$ cat config.mk
export PLATFORM = sky130hd
export DESIGN_NAME = regfile_bus
export DESIGN_NICKNAME = d
export VERILOG_FILES = /design/src/rtl/regfile_bus.sv
export SDC_FILE = /design/constraint.sdc
export NUM_CORES = 1
export LEC_CHECK = 0
export ABC_AREA = 1
export BUFFER_PORTS_ARGS = -buffer_cell sky130_fd_sc_hd__buf_2
export CAP_MARGIN = 20
export CORE_MARGIN = 2
export CORE_UTILIZATION = 58
export DETAILED_ROUTE_END_ITERATION = 8
export PLACE_DENSITY_LB_ADDON = 0.05
export SLEW_MARGIN = 20
export SYNTH_ARGS = -nofsm -noshare
export SYNTH_HDL_FRONTEND = slang
export SYNTH_SLANG_ARGS = --single-unit
$ cat constraint.sdc
create_clock -name clock -period 3.21 [get_ports clock]
set_clock_uncertainty 0.1 [all_clocks]
set_input_delay 0.321 -clock clock [delete_from_list [all_inputs] [get_ports clock]]
set_output_delay 0.321 -clock clock [all_outputs]
set_load 0.02 [all_outputs]
$ cat src/rtl/regfile_bus.sv
// Register bank with one-hot bus driver, PC increment and sticky conflict flag.
// Optional macro REGFILE_BUS_HOLD_EN: idle bus repeats the last driven value.
module regfile_bus #(
    parameter int WIDTH = 16,
    parameter int NREGS = 8,
    parameter int SELW  = $clog2(NREGS)
) (
    input  logic             clock,
    input  logic             reset,
    input  logic [NREGS-1:0] reg_out,
    input  logic             din_out,
    input  logic             g_out,
    input  logic [WIDTH-1:0] din,
    input  logic [WIDTH-1:0] g,
    input  logic [NREGS-1:0] reg_in,
    input  logic             pc_inc,
    input  logic             conflict_clr,
    input  logic [SELW-1:0]  dbg_sel,
    output logic [WIDTH-1:0] buswires,
    output logic [WIDTH-1:0] dbg_data,
    output logic             bus_conflict
);

    localparam logic [WIDTH-1:0] ONE   = {{(WIDTH-1){1'b0}}, 1'b1};
    localparam logic [NREGS+1:0] D_ONE = {{(NREGS+1){1'b0}}, 1'b1};

    logic [WIDTH-1:0] regs [NREGS];
    logic [WIDTH-1:0] src_val;
    logic [WIDTH-1:0] idle_val;
    logic [NREGS+1:0] drv;
    logic             active;
    logic             conflict;

    assign drv      = {g_out, din_out, reg_out};
    assign active   = |drv;
    // Two or more drivers iff clearing the lowest set bit leaves something.
    assign conflict = (drv & (drv - D_ONE)) != '0;

`ifdef REGFILE_BUS_HOLD_EN
    logic [WIDTH-1:0] bus_q;

    assign idle_val = bus_q;

    always_ff @(posedge clock) begin
        if (reset) begin
            bus_q <= '0;
        end else if (active) begin
            bus_q <= buswires;
        end
    end
`else
    assign idle_val = '0;
`endif

    // Walk from lowest priority upward so the highest-priority source wins.
    always_comb begin
        src_val = '0;
        if (g_out) begin
            src_val = g;
        end
        if (din_out) begin
            src_val = din;
        end
        for (int i = NREGS - 1; i >= 0; i--) begin
            if (reg_out[i]) begin
                src_val = regs[i];
            end
        end
    end

    assign buswires = active ? src_val : idle_val;
    assign dbg_data = regs[dbg_sel];

    always_ff @(posedge clock) begin
        if (reset) begin
            for (int i = 0; i < NREGS; i++) begin
                regs[i] <= '0;
            end
        end else begin
            for (int i = 0; i < NREGS; i++) begin
                if (reg_in[i]) begin
                    regs[i] <= buswires;
                end else if (i == NREGS - 1 && pc_inc) begin
                    regs[i] <= regs[i] + ONE;
                end
            end
        end
    end

    always_ff @(posedge clock) begin
        if (reset) begin
            bus_conflict <= 1'b0;
        end else if (conflict) begin
            bus_conflict <= 1'b1;
        end else if (conflict_clr) begin
            bus_conflict <= 1'b0;
        end
    end

endmodule
**Word level (Yosys, flattened, before mapping)**

Memory sizes are Yosys's and may differ from the RTL's.
Cells that the tools add are included.
Widths: inputs -> output; s select.

- Add/subtract/negate cells: 2
- Multiplexer cells: 52
- Bitwise operators: 10
- Reduce and logical (&&, ||, !) cells: 3

Operator list:

| kind | number |
|---|---|
| $mux 16 | 20 |
| $mux 1 | 32 |
| $add 16x1->16 const B | 1 |
| $and 10x10->10 | 1 |
| $reduce_bool 10->1 | 1 |
| $reduce_or 10->1 | 1 |
| $sub 10x1->10 const B | 1 |
| $or 1x1->1 | 9 |
| $reduce_bool 2->1 | 1 |

- Flip-flop bits (word level): 1
- RAM bits: 128
- Input bits: 57
- Word-level logic and storage cells: 69
- Memories: 1

Memories:

| memory | words | width | read ports | clocked after Yosys merged registers in | write ports | RTL line | RTL |
|---|---|---|---|---|---|---|---|
| regs | 8 | 16 | 9 | 0 | 8 | 27 | `logic [WIDTH-1:0] regs [NREGS];` |

**Longest topological paths before layout**

- Word-level depth: 13
- Mapped depth: 12
- Gate-level depth less buffers: 11

**Least setup slack after synthesis**

Ideal clock, no wire load.

- Path type: in2out
- Start point: in dbg_sel[0]
- End point: out dbg_data[2]
- Arrival: 1496 ps
- Required time: 2789 ps
- Path slack: 1293 ps
- Stages on the path: 7
- Path through: buf_2 inv_2 buf_2 clkbuf_1 a21oi_1 o21ai_0 a31oi_1

- Word-level cells in the longest chain between the ends: 1

RTL lines:

| item | RTL line | RTL |
|---|---|---|
| from (decl) | 18 | `input logic [SELW-1:0] dbg_sel,` |
| $mem_v2 8x16 | - |  |
| to (decl) | 20 | `output logic [WIDTH-1:0] dbg_data,` |

Every way passes these cells.

**Worst setup path after layout**

- Start point: in reg_out[3]
- End point: out buswires[4]

- Word-level cells in the longest chain between the ends: 5

RTL lines:

| item | RTL line | RTL |
|---|---|---|
| from (decl) | 10 | `input logic [NREGS-1:0] reg_out,` |
| $mux 16 (4 in series) | 65 | `if (reg_out[i]) begin` |
| $mux 16 * | 71 | `assign buswires = active ? src_val : idle_val;` |
| to (decl) | 19 | `output logic [WIDTH-1:0] buswires,` |

Mark *: on every way between the ends. The rest lies on a longest branch, timed or not.

==> summary.md <==
| Metric | Value |
|---|---|
| Status | `finished, final reports clean` |
| Slowest-stage cell, CP | `buf_2` |
| Multi-input gate area | `0.00351 sq mm` |
| CTS tree | `done` |
| Global route overflow | `0` |
| CP startpoint | `reg_out[3]` |
| Fmax | `381 MHz` |
| RSZ-0062 raised after global routing | `no` |
| Period utilization | `0.817` |
| TritonRoute pass-1 iters | `5` |
| Post-DP HPWL | `17.8 mm` |
| Worst setup path category | `in -> out` |
| Die W | `122 um` |
| Post-CTS Setup Repair Bufs | `0` |
| Max-cap violation count | `0` |
| Design area | `between 0.009 and 0.01 sq mm` |
| Crit-path max FO | `16` |
| Buffers on Ports | `89` |
| Seq. cell area | `0.00386 sq mm` |
| Antenna fix cells | `0` |
| Fin nets | `between 1000 and 1500` |
| Crit-path max cell delay | `0.39 ns` |
| P&R area growth vs syn | `14.5%` |
| CP endpoint kind | `output port` |
| Final WL | `27.0 mm` |
| Initial antenna violation count | `0` |
| R2R depth | `10` |
| Drt initial violations | `roughly 1100` |
| Post-CTS sizing | `0` |
| Slew headroom | `0.292` |
| CP arrival | `between 2 and 2.5 ns` |
| Final hold viol count | `0` |
| Mapped Cells | `975` |
| RD Place Congestion | `~0.94` |
| Final setup TNS | `0 ns` |
| Hold depth | `3` |
| Num CTS Buffers | `17` |
| Fillers | `1123` |
| Mapped Nets | `1033` |
| Worst R2R Start | `regs[7][1]$_SDFFCE_PP0P_` |
| Synth cell types | `40` |
| YS warnings | `0` |
| Core Footprint | `approximately 0.013 sq mm` |
| Most frequent CP cell | `inv_1` |
| Final Critical Period | `between 2 and 3 ns` |
| Final ANT Viol Nets | `0` |
| Mapped Avg Cell Area | `8.23 sq um` |
| Synth Register Bits | `129` |
| CP Data Required Time | `2.79 ns` |
| Largest net degree at the start of global routing | `62` |
| Startpoint types | `input pin` |
| Slew Viols, Final | `0` |
| Vias in the first global route | `7459` |
| Reg clk slew, reported paths | `0.06 ns` |
| CTS max path bufs | `2` |
| CP cell instances | `buf_2 > inv_1 > nand2_2 > inv_1 > a221oi_1 > nand2_1 > nand2_2 > inv_1 > buf_2` |
| Final setup vio count | `0` |
| CTS root buf | `clkbuf_16` |
| I/O Pins | `90` |
| H-tree depth | `4` |
| Initial core utilization | `0.599` |
| Sequential area share after synthesis | `0.482` |
| Min-delay src | `reg_in[2]` |
| Hold crit path type | `in -> reg` |
| Clock Latency Late Sink | `0.42 ns` |
| Post-Syn Area | `approximately 0.0080 sq mm` |
| Commonest non-fill, non-tap cells in the layout | `nor2_1, nand2_1, edfxtp_1` |
| WL/cell | `approximately 22 um` |
| Placed cell areas | `roughly 0.0087 sq mm` |
| Worst VDD drop | `0.393 mV` |
| Die area | `0.0148 sq mm` |
| Commonest non-fill, non-tap cell in the layout | `nor2_1` |
| Post-route DRC | `0` |
| Num rows | `42` |
| CTS Sinks | `roughly 130` |
| CTS hold repair buffers | `0` |
| Vias | `about 8000` |
| Crit path depth | `9` |
| Die height | `roughly 120 um` |
| CP Buf/Inv Count | `5` |
| Layout cell share with drive strength beyond 1 | `0.184` |
| P_leak | `3.89 nW` |
| CP top delay family | `buffers and inverters` |
| Worst slew pin tran | `1.06 ns` |
| PwrDens | `516 mW/mm^2` |
| First-pass GRT wire length | `41.2 mm` |
| Tot GR Track Use | `0.380` |
| Via density | `6.27` |
## flip-flops by register name, indices dropped and copies added (netlist names)
register and flops:
regs 128, bus_conflict 1
## final cells by class
cell class	instances	area share
inverters	94	0.0387
well taps	176	0.0240
clock buffers	20	0.0475
flip-flops and latches	129	0.421
multi-input cells	692	0.382
clock inverters	9	0.00763
repair buffers	124	0.0798
## power by group
group / leakage [nW] / switching (mW) / internal [mW]
clock: 0.250 / 0.698 / 1.04
sequential: 1.42 / 0.0920 / 2.02
combinational: 2.22 / 0.626 / 0.270
## through the flow
stage	instances	power (mW)	setup WS [ns]	util	hold WS [ns]
after CTS	1244	4.71	0.643	0.685	0.125
after detailed placement	1215	3.00	0.649	0.648	0.556
after global routing	1244	4.87	0.429	0.685	0.151
after floorplan	975	2.68	1.29	-	0.440
final	1244	4.74	0.587	0.685	0.140
after global placement	1215	2.99	0.690	0.648	0.547
## cells by family (layout without fill, tap and decap cells)
group,Yosys count,after routing,share of synthesized area
flops,129,129,0.482
simple gates,442,442,0.236
xor+xnor,7,7,0.00764
fa+ha+maj,1,1,0.00156
compound gates,242,242,0.192
buf+inv,154,247,0.0819
## worst paths after layout
path / end / slack (ns)
worst max register to register: regs[7][14]$_SDFFCE_PP0P_ / 1.01
worst max-delay path: buswires[4] / 0.59
worst min register to register: regs[1][13]$_SDFFCE_PN0P_ / 0.65
worst min-delay path: regs[2][14]$_SDFFCE_PN0P_ / 0.14
## per-layer routing
layer,routed length (um),part of all wire,track usage,vias to the layer above
met5,0,0,0,-
met4,1240,0.046,0.200,0
met3,3410,0.13,0.0833,107
met2,12200,0.45,0.587,624
met1,10200,0.38,0.503,3576
li1,-,-,-,3493
## cell usage after synthesis (all sizes together)
master,n,share of area
o21ai,90,0.056
o22ai,14,0.011
edfxtp,128,0.48
nand4,4,0.0031
nand3b,1,0.00094
buf,26,0.022
o221ai,9,0.0098
nand3,32,0.022
nand2,190,0.10
clkbuf,34,0.016
a221oi,8,0.0087
a22oi,1,0.00094
nor3,7,0.0056
dfxtp,1,0.0025
ha,1,0.0016
a21oi,68,0.059
a31oi,17,0.013
a211oi,9,0.0084
xor2,7,0.0076
nor2,207,0.10
inv,94,0.044
or2,1,0.00078
o211ai,26,0.024
## worst register-to-register path, cell delays in order, from the launching register on
cell      delay (ns)
edfxtp_1        0.45
ha_1            0.23
nand3_1         0.19
nor3_1          0.49
nand3_1         0.14
nand2_1         0.09
nand3_1         0.07
nand2_1         0.06
inv_1           0.06
nand2_1         0.06
inv_1           0.04
Note: power is estimated with default switching activity, not from simulation.
